[src/rtl/ec_pulse_gen.sv]
// Push-button front-end: synchronise, debounce, and turn presses into single-cycle
// EC count-enable pulses, with optional auto-repeat while the button is held.
module ec_pulse_gen #(
    parameter int DB_CYCLES     = 16,
    parameter int HOLD_CYCLES   = 64,
    parameter int REPEAT_CYCLES = 16,
    parameter int CNT_W         = 8
) (
    input  logic clk,
    input  logic r,
    input  logic btn,
    input  logic rpt_en,
    output logic EC,
    output logic btn_db,
    output logic held
);

    typedef enum logic [1:0] {IDLE, PRESS, REPEAT} state_t;

    logic             s1, s2;
    logic [CNT_W-1:0] db_cnt;
    logic             db_nxt;
    state_t           state, state_nxt;
    logic [CNT_W-1:0] tmr, tmr_nxt;
    logic             ec_nxt;
    logic             hold_done, rep_done, db_rise;

    // The FSM looks at the debounced level as it will be after this edge, so a
    // press pulse lands with btn_db and a release beats a same-edge timer expiry.
    always_comb begin
        db_nxt = btn_db;
        if (s2 != btn_db && db_cnt == CNT_W'(DB_CYCLES - 1))
            db_nxt = s2;
    end

    always_ff @(posedge clk) begin
        if (r) begin
            s1     <= 1'b0;
            s2     <= 1'b0;
            db_cnt <= '0;
            btn_db <= 1'b0;
        end else begin
            s1     <= btn;
            s2     <= s1;
            btn_db <= db_nxt;
            if (s2 == btn_db || db_cnt == CNT_W'(DB_CYCLES - 1))
                db_cnt <= '0;
            else
                db_cnt <= db_cnt + CNT_W'(1);
        end
    end

    assign hold_done = (tmr == CNT_W'(HOLD_CYCLES - 1));
    assign rep_done  = (tmr == CNT_W'(REPEAT_CYCLES - 1));
    assign db_rise   = db_nxt & ~btn_db;

    always_ff @(posedge clk) begin
        if (r) begin
            state <= IDLE;
            tmr   <= '0;
            EC    <= 1'b0;
            held  <= 1'b0;
        end else begin
            state <= state_nxt;
            tmr   <= tmr_nxt;
            EC    <= ec_nxt;
            held  <= (state_nxt == REPEAT);
        end
    end

    always_comb begin
        state_nxt = state;
        tmr_nxt   = '0;
        case (state)
            IDLE: begin
                if (db_rise) state_nxt = PRESS;
            end
            PRESS: begin
                if (!db_nxt)          state_nxt = IDLE;
                else if (!rpt_en)     tmr_nxt   = '0;
                else if (hold_done)   state_nxt = REPEAT;
                else                  tmr_nxt   = tmr + CNT_W'(1);
            end
            REPEAT: begin
                if (!db_nxt)          state_nxt = IDLE;
                else if (!rpt_en)     state_nxt = PRESS;
                else if (!rep_done)   tmr_nxt   = tmr + CNT_W'(1);
            end
            default: state_nxt = IDLE;
        endcase
    end

    always_comb begin
        ec_nxt = 1'b0;
        case (state)
            IDLE:    ec_nxt = db_rise;
            PRESS:   ec_nxt = db_nxt & rpt_en & hold_done;
            REPEAT:  ec_nxt = db_nxt & rpt_en & rep_done;
            default: ec_nxt = 1'b0;
        endcase
    end

endmodule

[config.mk]
export PLATFORM = sky130hd
export DESIGN_NAME = ec_pulse_gen
export DESIGN_NICKNAME = d
export VERILOG_FILES = /design/src/rtl/ec_pulse_gen.sv
export SDC_FILE = /design/constraint.sdc
export NUM_CORES = 1
export LEC_CHECK = 0
export BUFFER_PORTS_ARGS = -buffer_cell sky130_fd_sc_hd__buf_2
export CORE_MARGIN = 2
export CORE_UTILIZATION = 58
export DETAILED_ROUTE_END_ITERATION = 8
export PLACE_DENSITY_LB_ADDON = 0.05
export SETUP_SLACK_MARGIN = 0.05
export SLEW_MARGIN = 20
export SYNTH_ARGS = -nofsm -noshare
export SYNTH_HDL_FRONTEND = slang
export SYNTH_SLANG_ARGS = --single-unit
[constraint.sdc]
create_clock -name clk -period 2.3 [get_ports clk]
set_clock_uncertainty 0.05 [all_clocks]
set_input_delay 0.23 -clock clk [delete_from_list [all_inputs] [get_ports clk]]
set_output_delay 0.23 -clock clk [all_outputs]
set_load 0.01 [all_outputs]
# [After elaboration in Yosys (flattened, before gate mapping)]
# Cells that the tools add are included.
[word_totals] regBits=23 latchBits=0 ramBits=0 romBits=0 in_bits=4 output_inout_bits=3 wordCells=43 n_memories=0
[classes] addsub=2 n_mul=0 n_div=0 magnitude_cmp=0 eq_ne=8 n_shift=0 n_mux=16 bitwise=5 n_reduce_logical=4
[op_table] op="$mux W8" n=6
[op_table] op="$add A8 B1 Y8 const B" n=2
[op_table] op="$eq A8 B4 Y1 const B" n=2
[op_table] op="$pmux W8 S2" n=1
[op_table] op="$mux W2" n=6
[op_table] op="$eq A8 B6 Y1 const B" n=1
[op_table] op="$pmux W2 S3" n=1
[op_table] op="$and A1 B1 Y1" n=4
[op_table] op="$eq A2 B2 Y1 const B" n=2
[op_table] op="$pmux W1 S3" n=1
[op_table] op="$eq A2 B1 Y1 const B" n=1
[op_table] op="$logic_not A2 Y1" n=1
[op_table] op="$reduce_or A2 Y1" n=1
[op_table] op="$eq A1 B1 Y1" n=1
[op_table] op="$logic_and A1 B1 Y1" n=1
[op_table] op="$logic_or A1 B1 Y1" n=1
[op_table] op="$mux W1" n=1
[op_table] op="$ne A1 B1 Y1" n=1
[op_table] op="$not A1 Y1" n=1

# [Longest topological paths before layout]
[logic_depth] word_depth=7 mapped_depth=9 depth_no_buf=8

# [Worst setup path before layout]
# Ideal clock, no wire load.
[synth_path] path_type="register to register" startpoint="register db_cnt[0]" endpoint="register tmr[3]" setup_ns=0.088 arrival_time_ns=1.854 t_required_ns=2.162 setup_slack_ns=0.308 stages_incl_launch_ff=10 n_path_buf=1 period_less_slack_ns=1.992 cell_sequence="dfxtp_1 ha_1 and3_1 clkbuf_4 a21bo_2 nand2_2 nand2b_4 inv_2 or3b_4 nor4_2"
[synth_via] elab_chain_cells=5 word_cells_on_any_way=6 cone_classes="1 x eq/ne; 4 x mux; 1 x reduce/logical"
[synth_rtl] element="start: declaration" line="21" text="logic [CNT_W-1:0] db_cnt;"
[synth_rtl] element="start signal: assignment" line="49" text="db_cnt <= db_cnt + CNT_W'(1);"
[synth_rtl] element="$eq A8 B4 Y1 (*)" line="32" text="if (s2 != btn_db && db_cnt == CNT_W'(DB_CYCLES - 1))"
[synth_rtl] element="$logic_and A1 B1 Y1 (*)" line="32"
[synth_rtl] element="$mux W1 (*)" line="32"
[synth_rtl] element="$mux W8 (on tied branches)" line="85, 79"
[synth_rtl] element="$pmux W8 S2 (*)" line="74" text="case (state)"
[synth_rtl] element="end signal: assignment" line="65" text="tmr <= tmr_nxt;"
[synth_rtl] element="end: declaration" line="24" text="logic [CNT_W-1:0] tmr, tmr_nxt;"
# Every way passes the cells marked *; elsewhere a longest branch is shown, timed or not.
# A chain may end at the register's enable or synchronous reset.

# [Worst setup path in the final report]
# Ends and elaborated chain as after synthesis.

==> results.cfg <==
[clocking]
ctsResizeCount = 0
cts_made_buffers = 3
cts-root-buf = clkbuf_4
cts_tree = yes
clock_latency_ns = 0.30
cts_sinks = 23
hold_buffers = 0
clkTransAtPathRegs_ns = 0.12
htree_levels = 1
cts.path.max_buffers = 2
cts_setup_buffers = 0

[cells_and_area]
area.growth.synth_to_final_pct = 5.44
seq_area_um2 = 460
nNetsFinal = 146
multiInputGateArea_um2 = 672
final.fill_count = 188
drive_gt1_share_pct = 14.8
diodes = 0

[synth]
synth-xor-area-share_pct = 8.21
ys_seq_area_share_pct = 39.2
synthTopCellsByCount = 23 x dfxtp_1, 18 x nor2_1, 8 x nand2_1, 6 x ha_1, 6 x xnor2_1
yosys.area_share.simple_pct = 29.9
syn-cell-area_um2 = 1170
synth_compound_area_share_pct = 11.0
synth_nets = 139
netlist_instances = 129
async_flop_share_pct = 0
synthTopCellsByArea = dfxtp_1 39%, ha_1 6.4%, nor2_1 5.8%
yosys-mux-area-fraction_pct = 1.81
synth-edff-count = 0
ys.flop_type = dfxtp_1
postSynthAreaPerCell_um2 = 9.10
ys_types = 46
synthAdderAreaFrac_pct = 6.40
synth_top_area_share_pct = 39.2
synth_top_area_cell = dfxtp_1
ys_warn_count = 0
ys_ff_latch = 23
synth_top_family_by_area = simple AND/OR/NAND/NOR gates
synth.most_common_cell = dfxtp_1

[timing]
finalHoldViolCount = 0
slew-limit-headroom_pct = 68.7
worst_pin_slew_ns = 0.465
min_period_ns = 2.09
fin_crit_sh_pct = 90.9
max_freq_ghz = 0.478
setup_ws_ns = 0.209
setup_viol = 0
rsz0062_at_grt = no
drv_slew = 0
fin_setup_tns_ns = 0

[setup_path]
crit_required_ns = 2.48
rr_worst_depth = 8
crit_path_start_kind = flip-flop
worstPathArrival_ns = 2.27
end_kind = flip-flop
slowest_stage = or3b_4
reg2reg_to = tmr[3]$_SDFF_PP0_
crit_chain = ha_1 > and3_1 > a21bo_2 > nand2_2 > nand2b_4 > inv_2 > or3b_4 > nor4_2
r2r_start = db_cnt[0]$_SDFF_PP0_
setup.worst_path.class = reg -> reg
cpPeakStageDelay_ns = 0.40
reg2reg_slack_ns = 0.21
path_max_fanout = 7

[die]
dieArea_um2 = 2400
initial_core_util_pct = 60.4
core_area_um2 = 1940
die-width_um = 49.0
pin_count = 7
die_h_um = 49.0
row_count = 16

[outcome]
outcome = complete, no violations

[placement]
port_buffers = 6
place_hpwl_um = 1580
gp_congestion = 0.953
pre_cts_slack_ns = 0.221

[grt]
grt_antenna_before_repair = 0
grt_usage_pct = 19.6
grt_overflow = 0
grt_first_pass_wirelength_um = 3620
grt_pass1_vias = 851
grt_max_degree = 13

[drt]
ant_nets = 0
routedWlPerCell_um = 12.6
dr.pass1.iters = 4
avgViaCountPerCell = 5.48
remaining_drc_errors = 0
dr_total_vias = 888
drtIter0Drc = 21
wl_um = 2040

[power]
leakage_nw = 0.448
power_density_nw_per_um2 = 483
vdd_drop_max_uv = 432
p_total_uw = 597

[flow_run]
drv_cap = 0

[worst_hold_path]
holdPathEnd = s1$_SDFF_PP0_
hold_depth = 2
holdCritPathClass = in -> reg
min-delay-start = btn
-- metrics by stage --
stage	instances	cell area [µm²]	util [%]	hold WS (ns)
after global placement	158	1210	62.4	0.371
final	162	1240	63.7	0.0755
after floorplan	129	1170	-	0.252
after CTS	162	1240	63.7	0.0688
after detailed placement	158	1210	62.4	0.377
after global routing	162	1240	63.7	0.0965
-- per-layer routing --
| metal | track usage, % | vias up | wire (µm) | share of wire [%] |
|---|---|---|---|---|
| met1 | 25.1 | 409 | 1040 | 51 |
| met3 | 3.68 | 4 | 48 | 2.4 |
| met4 | 7.14 | 0 | 28 | 1.4 |
| met5 | 0 | - | 0 | 0 |
| li1 | - | 460 | - | - |
| met2 | 32.9 | 15 | 924 | 45 |
-- power by group --
| part | internal, mW | switching, mW | total [mW] | leakage [nW] |
|---|---|---|---|---|
| registers | 0.400 | 0.00150 | 0.402 | 0.186 |
| clock network | 0.0677 | 0.116 | 0.184 | 0.0150 |
| logic | 0.00563 | 0.00592 | 0.0116 | 0.248 |
-- worst max-delay path, delay by kind of cell, from the launching register on --
kind                       cells  cell delay (ns)
buffers and inverters          1             0.05
DFF                            1             0.34
AOI/OAI and AO/OA              1             0.25
and+or+nand+nor                5             1.10
adders and majority gates      1             0.22
-- flip-flops by register name, summed over array words and instances (netlist names) --
| register | count |
|---|---|
| EC | 1 |
| s1 | 1 |
| btn_db | 1 |
| s2 | 1 |
| held | 1 |
| state | 2 |
| tmr | 8 |
| db_cnt | 8 |
-- cell usage in the layout, fill, tap and decap left out, drive strengths merged, types with 2 or more instances in the layout --
master / count
dfxtp: 23
nor2: 18
nand2: 9
xnor2: 6
ha: 6
buf: 6
nor4: 6
xor2: 5
nand3: 5
a21oi: 4
nor2b: 4
o21ai: 4
inv: 4
and3: 4
clkbuf: 4
nand2b: 3
nor3: 2
nor3b: 2
and2: 2
-- logic make-up after synthesis --
kind of cell / after synthesis
simple gates: 60
flops: 23
compound gates: 19
xor+xnor: 11
buf+inv: 8
fa+ha+maj: 6
mux: 2
-- how the worst max path moves through the flow --
stage                          from           endpoint  cells after the start
2_1_floorplan  db_cnt[0]$_SDFF_PP0_  tmr[3]$_SDFF_PP0_                      9
3_3_place_gp   db_cnt[0]$_SDFF_PP0_  tmr[3]$_SDFF_PP0_                      8
3_5_place_dp   db_cnt[0]$_SDFF_PP0_  tmr[3]$_SDFF_PP0_                      8
4_1_cts        db_cnt[0]$_SDFF_PP0_  tmr[3]$_SDFF_PP0_                      8
5_1_grt        db_cnt[0]$_SDFF_PP0_  tmr[3]$_SDFF_PP0_                      8
6_report       db_cnt[0]$_SDFF_PP0_  tmr[3]$_SDFF_PP0_                      8
-- area by class of cell --
type	instances	share of cell area (%)
Tap cell	27	2.73
Timing Repair Buffer	6	2.43
Clock buffer	4	2.12
Inverter	4	1.21
Multi-Input combinational cell	98	54.3
Sequential cell	23	37.2
(Power assumes the default switching activity.)
